[src/rtl/mod_147_rx_link_status_pkg.sv]
// ---------------------------------------------------------------------------
// mod_147_rx_link_status_pkg
// Shared definitions for the 10BASE-T1S receive link status block:
//   - pcs_status encodings (PCS_OK / PCS_NOT_OK)
//   - code-group sync state encodings (NO_SYNC / SYNC / SYNC_CHECK)
//   - is_invalid_5b(): classifies a received 5B code-group
// ---------------------------------------------------------------------------
package mod_147_rx_link_status_pkg;

  localparam logic PCS_OK     = 1'b0;
  localparam logic PCS_NOT_OK = 1'b1;

  typedef enum logic [1:0] {
    NO_SYNC    = 2'd0,
    SYNC       = 2'd1,
    SYNC_CHECK = 2'd2
  } sync_state_e;

  // The eight code-groups that are never transmitted; the remaining 24 are
  // the 16 data groups plus the I J K T R S Q H control groups.
  function automatic logic is_invalid_5b(input logic [4:0] sym);
    case (sym)
      5'b00001, 5'b00010, 5'b00011, 5'b00101,
      5'b00110, 5'b01000, 5'b01100, 5'b10000: return 1'b1;
      default:                                return 1'b0;
    endcase
  endfunction

endpackage

[src/rtl/mod_147_sd_filter.sv]
// ---------------------------------------------------------------------------
// mod_147_sd_filter
// Debounces the raw PMA signal_detect into loc_rcv_status.
// The counter tracks consecutive cycles in which signal_detect disagrees with
// the current output; any agreeing cycle clears it. The output toggles once
// SD_ON_CYC (rising) or SD_OFF_CYC (falling) disagreeing cycles are seen.
// Ports:
//   clk            in  receive clock
//   reset_n        in  async reset, active low
//   pma_reset      in  sync reset, active high
//   signal_detect  in  raw energy detect
//   loc_rcv_status out debounced receiver-qualified flag
// ---------------------------------------------------------------------------
module mod_147_sd_filter #(
  parameter int unsigned SD_ON_CYC  = 16,
  parameter int unsigned SD_OFF_CYC = 32
) (
  input  logic clk,
  input  logic reset_n,
  input  logic pma_reset,
  input  logic signal_detect,
  output logic loc_rcv_status
);

  localparam int unsigned CMAX = (SD_ON_CYC > SD_OFF_CYC) ? SD_ON_CYC : SD_OFF_CYC;
  localparam int unsigned CW   = $clog2(CMAX + 1);

  logic [CW-1:0] r_cnt;
  logic          r_loc;
  logic [CW-1:0] w_cnt_nxt;
  logic          w_loc_nxt;
  logic [CW-1:0] w_thr;

  always_comb begin
    w_thr     = r_loc ? CW'(SD_OFF_CYC) : CW'(SD_ON_CYC);
    w_cnt_nxt = r_cnt;
    w_loc_nxt = r_loc;
    if (signal_detect == r_loc) begin
      w_cnt_nxt = '0;
    end else if (r_cnt >= w_thr - CW'(1)) begin
      // This cycle is the threshold-th disagreeing one: toggle and restart.
      // The counter therefore never exceeds the threshold and cannot wrap.
      w_loc_nxt = ~r_loc;
      w_cnt_nxt = '0;
    end else begin
      w_cnt_nxt = r_cnt + CW'(1);
    end
  end

  always_ff @(posedge clk or negedge reset_n) begin
    if (!reset_n) begin
      r_cnt <= '0;
      r_loc <= 1'b0;
    end else if (pma_reset) begin
      r_cnt <= '0;
      r_loc <= 1'b0;
    end else begin
      r_cnt <= w_cnt_nxt;
      r_loc <= w_loc_nxt;
    end
  end

  assign loc_rcv_status = r_loc;

endmodule

[src/rtl/mod_147_rx_link_status.sv]
// ---------------------------------------------------------------------------
// mod_147_rx_link_status
// Receive-side status generator for the 10BASE-T1S link monitor.
//   pcs_status     : code-group sync quality (OK=0 / NOT_OK=1), registered
//   loc_rcv_status : debounced signal detect (from mod_147_sd_filter)
// Ports:
//   clk, reset_n (async, active low), pma_reset (sync, active high)
//   signal_detect        raw PMA energy detect
//   rx_sym_valid/rx_sym  one-cycle strobe with a received 5B code-group
//   pcs_status, loc_rcv_status, sync_state (NO_SYNC/SYNC/SYNC_CHECK),
//   bad_cnt (invalid symbols in the current check window, debug)
// ---------------------------------------------------------------------------
module mod_147_rx_link_status
  import mod_147_rx_link_status_pkg::*;
#(
  parameter int unsigned GOOD_LOCK  = 8,
  parameter int unsigned BAD_LIMIT  = 4,
  parameter int unsigned CHK_WIN    = 64,
  parameter int unsigned SD_ON_CYC  = 16,
  parameter int unsigned SD_OFF_CYC = 32
) (
  input  logic       clk,
  input  logic       reset_n,
  input  logic       pma_reset,
  input  logic       signal_detect,
  input  logic       rx_sym_valid,
  input  logic [4:0] rx_sym,
  output logic       pcs_status,
  output logic       loc_rcv_status,
  output logic [1:0] sync_state,
  output logic [7:0] bad_cnt
);

  localparam logic [7:0] GOOD_LOCK_C = 8'(GOOD_LOCK);
  localparam logic [7:0] BAD_LIMIT_C = 8'(BAD_LIMIT);
  localparam logic [9:0] CHK_WIN_C   = 10'(CHK_WIN);

  sync_state_e r_state, w_state_nxt;
  logic [7:0]  r_good, w_good_nxt;
  logic [7:0]  r_bad, w_bad_nxt;
  logic [9:0]  r_win, w_win_nxt;
  logic        r_pcs;
  logic        w_loc;
  logic        w_sym_bad;
  logic [7:0]  w_bad_inc;
  logic [9:0]  w_win_inc;

  mod_147_sd_filter #(
    .SD_ON_CYC  (SD_ON_CYC),
    .SD_OFF_CYC (SD_OFF_CYC)
  ) u_sd_filter (
    .clk            (clk),
    .reset_n        (reset_n),
    .pma_reset      (pma_reset),
    .signal_detect  (signal_detect),
    .loc_rcv_status (w_loc)
  );

  always_comb begin
    w_state_nxt = r_state;
    w_good_nxt  = r_good;
    w_bad_nxt   = r_bad;
    w_win_nxt   = r_win;
    w_sym_bad   = is_invalid_5b(rx_sym);
    w_bad_inc   = r_bad + 8'(w_sym_bad);
    w_win_inc   = r_win + 10'd1;

    if (!w_loc) begin
      w_state_nxt = NO_SYNC;
      w_good_nxt  = '0;
      w_bad_nxt   = '0;
      w_win_nxt   = '0;
    end else if (rx_sym_valid) begin
      case (r_state)
        NO_SYNC: begin
          if (w_sym_bad) begin
            w_good_nxt = '0;
          end else if (r_good + 8'd1 >= GOOD_LOCK_C) begin
            w_state_nxt = SYNC;
            w_good_nxt  = '0;
          end else begin
            w_good_nxt = r_good + 8'd1;
          end
        end
        SYNC: begin
          if (w_sym_bad) begin
            if (BAD_LIMIT_C <= 8'd1) begin
              w_state_nxt = NO_SYNC;
            end else begin
              w_state_nxt = SYNC_CHECK;
              w_bad_nxt   = 8'd1;
              w_win_nxt   = 10'd1;
            end
          end
        end
        SYNC_CHECK: begin
          // Error limit is tested before window expiry so a limit-reaching
          // error on the last window symbol still drops sync.
          if (w_bad_inc >= BAD_LIMIT_C) begin
            w_state_nxt = NO_SYNC;
            w_bad_nxt   = '0;
            w_win_nxt   = '0;
          end else if (w_win_inc >= CHK_WIN_C) begin
            w_state_nxt = SYNC;
            w_bad_nxt   = '0;
            w_win_nxt   = '0;
          end else begin
            w_bad_nxt = w_bad_inc;
            w_win_nxt = w_win_inc;
          end
        end
        default: begin
          w_state_nxt = NO_SYNC;
          w_good_nxt  = '0;
          w_bad_nxt   = '0;
          w_win_nxt   = '0;
        end
      endcase
    end
  end

  always_ff @(posedge clk or negedge reset_n) begin
    if (!reset_n) begin
      r_state <= NO_SYNC;
      r_good  <= '0;
      r_bad   <= '0;
      r_win   <= '0;
      r_pcs   <= PCS_NOT_OK;
    end else if (pma_reset) begin
      r_state <= NO_SYNC;
      r_good  <= '0;
      r_bad   <= '0;
      r_win   <= '0;
      r_pcs   <= PCS_NOT_OK;
    end else begin
      r_state <= w_state_nxt;
      r_good  <= w_good_nxt;
      r_bad   <= w_bad_nxt;
      r_win   <= w_win_nxt;
      r_pcs   <= (w_state_nxt == NO_SYNC) ? PCS_NOT_OK : PCS_OK;
    end
  end

  // The FSM only sees loc_rcv_status after it is registered in the filter,
  // so the forced-NO_SYNC view is applied on the outputs as well; this makes
  // sync_state/pcs_status/bad_cnt change in the same cycle loc_rcv_status falls.
  assign loc_rcv_status = w_loc;
  assign sync_state     = w_loc ? r_state : NO_SYNC;
  assign pcs_status     = r_pcs | ~w_loc;
  assign bad_cnt        = w_loc ? r_bad : '0;

endmodule

[config.mk]
export PLATFORM = sky130hd
export DESIGN_NAME = mod_147_rx_link_status
export DESIGN_NICKNAME = d
export VERILOG_FILES = /design/src/rtl/mod_147_rx_link_status_pkg.sv /design/src/rtl/mod_147_sd_filter.sv /design/src/rtl/mod_147_rx_link_status.sv
export SDC_FILE = /design/constraint.sdc
export NUM_CORES = 1
export LEC_CHECK = 0
export BUFFER_PORTS_ARGS = -buffer_cell sky130_fd_sc_hd__buf_2
export CORE_MARGIN = 10
export CORE_UTILIZATION = 55
export DETAILED_ROUTE_END_ITERATION = 8
export GPL_TIMING_DRIVEN = 0
export PLACE_DENSITY = 0.81
export SYNTH_ARGS = -nofsm -noshare
export SYNTH_HDL_FRONTEND = slang
export SYNTH_HIERARCHICAL = 1
export SYNTH_SLANG_ARGS = --single-unit
[constraint.sdc]
create_clock -name clk -period 2.6 [get_ports clk]
set_input_delay 0.52 -clock clk [delete_from_list [all_inputs] [get_ports clk]]
set_output_delay 0.52 -clock clk [all_outputs]
set_load 0.02 [all_outputs]
== After elaboration in Yosys (flattened, before gate mapping) ==
Memory sizes are Yosys's and may differ from the RTL's.
Cells that the tools add are included.
Widths: inputs -> output; s select.
Storage, ports and cells
  register bits: 36
  output and inout bits: 12
  input bits: 10
  memories: 1
  memory bits (read-only): 32
Memories
  (name not given): depth 32, bits a word 1, read ports 1, clocked after memory_dff 0, write ports 0, line mod_147_rx_link_status_pkg.sv:22  | case (sym)
Cells by class
  reductions and logical operators: 7
  magnitude comparators: 4
  add/sub/neg operators: 5
  muxes and demuxes: 40
  equality and inequality tests: 8
  bitwise operators: 2
Operator list (count)
  $mux 8: 12
  $mux 10: 6
  $pmux 10 s3: 1
  $mux 6: 4
  $pmux 8 s3: 1
  $mux 2: 9
  $pmux 8 s2: 1
  $add 10x1->10 const B: 1
  $ge 10x7->1 const B: 1
  $ne 3x3->1 const B: 3
  $add 8x1->8: 1
  $add 8x1->8 const B: 1
  $ge 8x3->1 const B: 1
  $ge 8x4->1 const B: 1
  $add 6x1->6 const B: 1
  $ge 6x6->1: 1
  $pmux 2 s3: 1
  $sub 6x1->6 const B: 1
  $mux 1: 5
  $logic_not 2->1: 2
  $ne 4x4->1 const B: 1
  $reduce_and 2->1: 2
  $reduce_and 3->1: 1
  $eq 2x1->1 const B: 1
  7 further kinds: 7

== Depth between registers and ports, before layout ==
  depth after elaboration: 10
  mapped depth: 14
  depth with buffers taken out: 14

== Modules after synthesis ==
The synthesis kept the hierarchy.
By module, submodules not included
  mod_147_rx_link_status: area each 1801.7 um^2, instances 1, cells an instance 180
  mod_147_sd_filter: area each 345.3 um^2, instances 1, cells an instance 32

== Worst setup path after synthesis ==
OpenSTA, ideal clock, no wires.
  kind: input to register
  from: input port rx_sym[0]
  to: register r_pcs
  cell stages on the path: 14
  arrival: 2715 ps
  setup slack: -218 ps
  path buffers: 0
  cells stage by stage: inv_1 ha_1 and2_1 o21ai_1 and2_4 inv_2 ha_1 ha_1 or4_1 o21ai_1 a21o_2 nand4_2 a31oi_2 a311oi_2
Between the ends
  cells in the longest elaborated chain, start to end: 10
Ends and longest elaborated chain
  start: declaration: line mod_147_rx_link_status.sv:27  | input logic [4:0] rx_sym,
  $mem_v2 32x1 (*)
  $add 8x1->8: line mod_147_rx_link_status.sv:65  | w_bad_inc = r_bad + 8'(w_sym_bad);
  $ge 8x3->1: line mod_147_rx_link_status.sv:99  | if (w_bad_inc >= BAD_LIMIT_C) begin
  $mux 2: line mod_147_rx_link_status.sv:99
  $pmux 2 s3 (*): line mod_147_rx_link_status.sv:74  | case (r_state)
  $mux 2 (*): line mod_147_rx_link_status.sv:73  | end else if (rx_sym_valid) begin
  $mux 2 (*): line mod_147_rx_link_status.sv:68  | if (!w_loc) begin
  $logic_not 2->1 (*): line mod_147_rx_link_status.sv:140  | r_pcs <= (w_state_nxt == NO_SYNC) ? PCS_NOT_OK : PCS_OK;
  $mux 1 (*): line mod_147_rx_link_status.sv:140
  $mux 1 (*): line mod_147_rx_link_status.sv:129  | end else if (pma_reset) begin
  end signal: assignment: line mod_147_rx_link_status.sv:140
  end: declaration: line mod_147_rx_link_status.sv:42  | logic r_pcs;
Mark *: on every way between the ends. The rest lies on a longest branch, timed or not.
A chain may end at the register's enable or synchronous reset.

== Worst setup path in the final report ==
  from: input port rx_sym[0]
  to: register r_win[3]
Between the ends
  cells in the longest elaborated chain, start to end: 8
Ends and longest elaborated chain
  $mem_v2 32x1 (*)
  $add 8x1->8: line mod_147_rx_link_status.sv:65
  $ge 8x3->1: line mod_147_rx_link_status.sv:99
  $mux 10: line mod_147_rx_link_status.sv:99
  $pmux 10 s3: line mod_147_rx_link_status.sv:74
  $mux 10: line mod_147_rx_link_status.sv:73
  $mux 10: line mod_147_rx_link_status.sv:68
  $mux 10: line mod_147_rx_link_status.sv:129
  end signal: assignment: line mod_147_rx_link_status.sv:139  | r_win <= w_win_nxt;
  end: declaration: line mod_147_rx_link_status.sv:41  | logic [9:0] r_win, w_win_nxt;
Mark *: on every way between the ends. The rest lies on a longest branch, timed or not. The select of a mux whose other input is x is not followed.

==> reports/metrics.yaml <==
powerDensity_nw_per_um2: 431
final-hold-violation-count: 0
synth_area_um2: 2150
yosys_warnings: 6
intPower_uw: 873
r2r_end: "r_win[2]"
combPwrFrac_pct: 5.6
track_usage_pct: 13.5
worst_slack_ns: 0.0215
num_vias: 1631
grt-ovfl-total: 0
n_antenna_cell: 0
mostFrequentLayoutCell: "dfrtp_1"
power_uw: 1110
maxSlewViolCount: 0
rsz0062_at_grt: "yes"
p_clk_share_pct: 43.7
end_kind: "flop"
cts_buffers: 5
clock_latency_ns: 0.29
dp_hpwl_um: 3010
post_route_cells_drive_above_1_share_pct: 29.0
cts_tree: "done"
synthArstFlopShare_pct: 100
status: "finished clean"
irDropWorstVdd_uv: 243
critical_path_class: "in -> reg"
num_rows: 22
place_congestion: 0.771
power_switching_uw: 236
first_pass_iters: 4
worstPathArrival_ns: 2.80
setup-tns-final_ns: 0
vias_per_cell: 5.51
ant_nets: 0
routedWlPerCell_um: 14.4
grt_pass1_wl_um: 7150
die_h_um: 82.5
antenna_found_initial: 0
final_cell_mix: "dfrtp_1, and2_1, buf_2"
nets: 271
yosysUniqueCellTypes: 56
synth_seq_area_share_pct: 42.0
synthCells: 212
num_io_pins: 22
gr-usage-met1_pct: 16.4
synth_nets: 236
finalSetupViolations: 0
p_leak_uw: 0.00118
power_frac_seq_pct: 50.7
required_ns: 2.82
h-tree-depth: 2
fin_crit_ns: 2.58
root_buffer: "clkbuf_8"
hp-class: "in -> async"
skew_ns: 0.00502
drc: 0
cts.clk_slew.worst_paths_ns: 0.07
final.period_utilization_pct: 99.2
dp_slack_ns: -0.413
use_met3_pct: 3.56
die_w_um: 82.5
reg2reg_slack_ns: 0.60
slew_headroom_pct: 48.7
reg2regPathDepth: 8
synth_edf_count: 0
grt_util_met2_pct: 21.4
synth_flop_cell: "dfrtp_1"
path_max_fanout: 4
ctsHoldBuffers: 0
clock_sinks: 36
core_region_area_um2: 3720
max-clock-path-buffers: 2
startpoint_type: "primary input"
grt_start_max_net_pins: 37
area_delta_synth_final_pct: 19.9
cap_violations: 0
die-area_um2: 6800
start_util_pct: 57.8
holdWs_ns: 0.301
worst_slew_pin_slew_ns: 0.770
drt-initial-drc-count: 95
ys_seq_elements: 36
clock.fmax_ghz: 0.388
r2r_start: "r_bad[0]"
routed_wl_um: 4250
grt_pass1_vias: 1605
numPortBuffers: 21
netSwitchingFraction_pct: 21.3
busiest_layer: "met2"
synth_area_per_cell_um2: 10.1
==> per-stage QoR <==
step | instance area [µm²] | std cells | util, %
detailed placement | 2380 | 281 | 64.2
CTS | 2530 | 292 | 68.0
finish | 2570 | 296 | 69.3
global placement | 2380 | 281 | 64.2
global route | 2570 | 296 | 69.3
floorplan | 2220 | 212 | -
==> per-layer routing <==
layer	up-vias	part of all wire, %
li1	811	-
met1	778	46
met2	35	46
met3	7	6.0
met4	0	2.2
met5	-	0
==> critical path, cell delays in order <==
cell	delay, ns
buf_8	0.09
inv_12	0.03
ha_4	0.14
and3b_2	0.20
a31oi_4	0.15
and2_4	0.18
inv_4	0.04
ha_4	0.16
ha_4	0.15
or4_1	0.38
o21ai_1	0.10
a21o_2	0.15
and3_4	0.21
a41oi_4	0.15
a21oi_2	0.14
==> registers in the layout, indices dropped and copies added, names as in the netlist <==
signal,count
r_bad,8
r_good,8
r_pcs,1
r_state,2
r_win,10
u_sd_filter/loc_rcv_status,1
u_sd_filter/r_cnt,6
==> Yosys cell counts, types with 2 or more instances <==
cell type  instances  area [µm²]
a31oi_1            2        12.5
a31oi_4            2        42.5
nor3_1             6        30.0
nand4_1            3        18.8
nand3_2            2        20.0
nor3_2             2        20.0
nand2b_1           4        25.0
nand3_1            9        45.0
and2_2             2        15.0
a21oi_2            2        17.5
xor2_1             7        61.3
xnor2_1            2        17.5
buf_2              2        10.0
dfrtp_1           35         876
nor2_1            17        63.8
o21ai_0           11        55.1
and2_1            22         138
o21ai_1            3        15.0
a21oi_1            4        20.0
inv_1             13        48.8
and4_1             2        17.5
nand2_1           12        45.0
a32oi_1            2        17.5
ha_1              14         175
==> power groups by stage <==
stage	Sequential, µW	Combinational [µW]	Clock, µW
after CTS	562	58.8	495
final	562	62.6	484
after global routing	562	70.8	521
after floorplan	573	27.6	0
after detailed placement	573	55.1	0
after global placement	573	53.3	0
==> worst max path at each step <==
stage                     to  slack (ns)      start  cells after the start
global route        r_win[3]       -0.05  rx_sym[0]                     15
detailed placement     r_pcs       -0.41  rx_sym[0]                     15
finish              r_win[3]        0.02  rx_sym[0]                     15
floorplan           r_win[3]       -0.05  rx_sym[0]                     14
CTS                 r_win[3]       0.004  rx_sym[1]                     15
global placement    r_win[3]       -0.36  rx_sym[0]                     15
==> cell families (layout without fill, tap and decap cells) <==
logic type	Yosys count	after routing	synth area share [%]
and+or+nand+nor	96	96	26.2
AOI/OAI and AO/OA	38	38	15.6
DFF	36	36	42.0
buffers and inverters	17	53	3.09
adders and majority gates	14	14	8.16
xor gates and xnor gates	9	9	3.67
muxes	2	2	1.22
==> cell type report <==
type	count	area (µm²)
inverter	14	75.1
sequential	36	902
tap	48	60.1
clock buffer	6	72.6
buffer	3	13.8
clock inverter	2	35.0
fill	275	1140
timing repair buffer	28	174
multi-input combinational	159	1240
==> what timing repair did <==
action                                  CTS  global route
pin swaps                                 1             5
buffers inserted                          3             4
resized for setup                         2             6
endpoints found under the hold margin     0             0
endpoints found under the setup margin    6             9
Note: power is estimated with default switching activity, not from simulation.
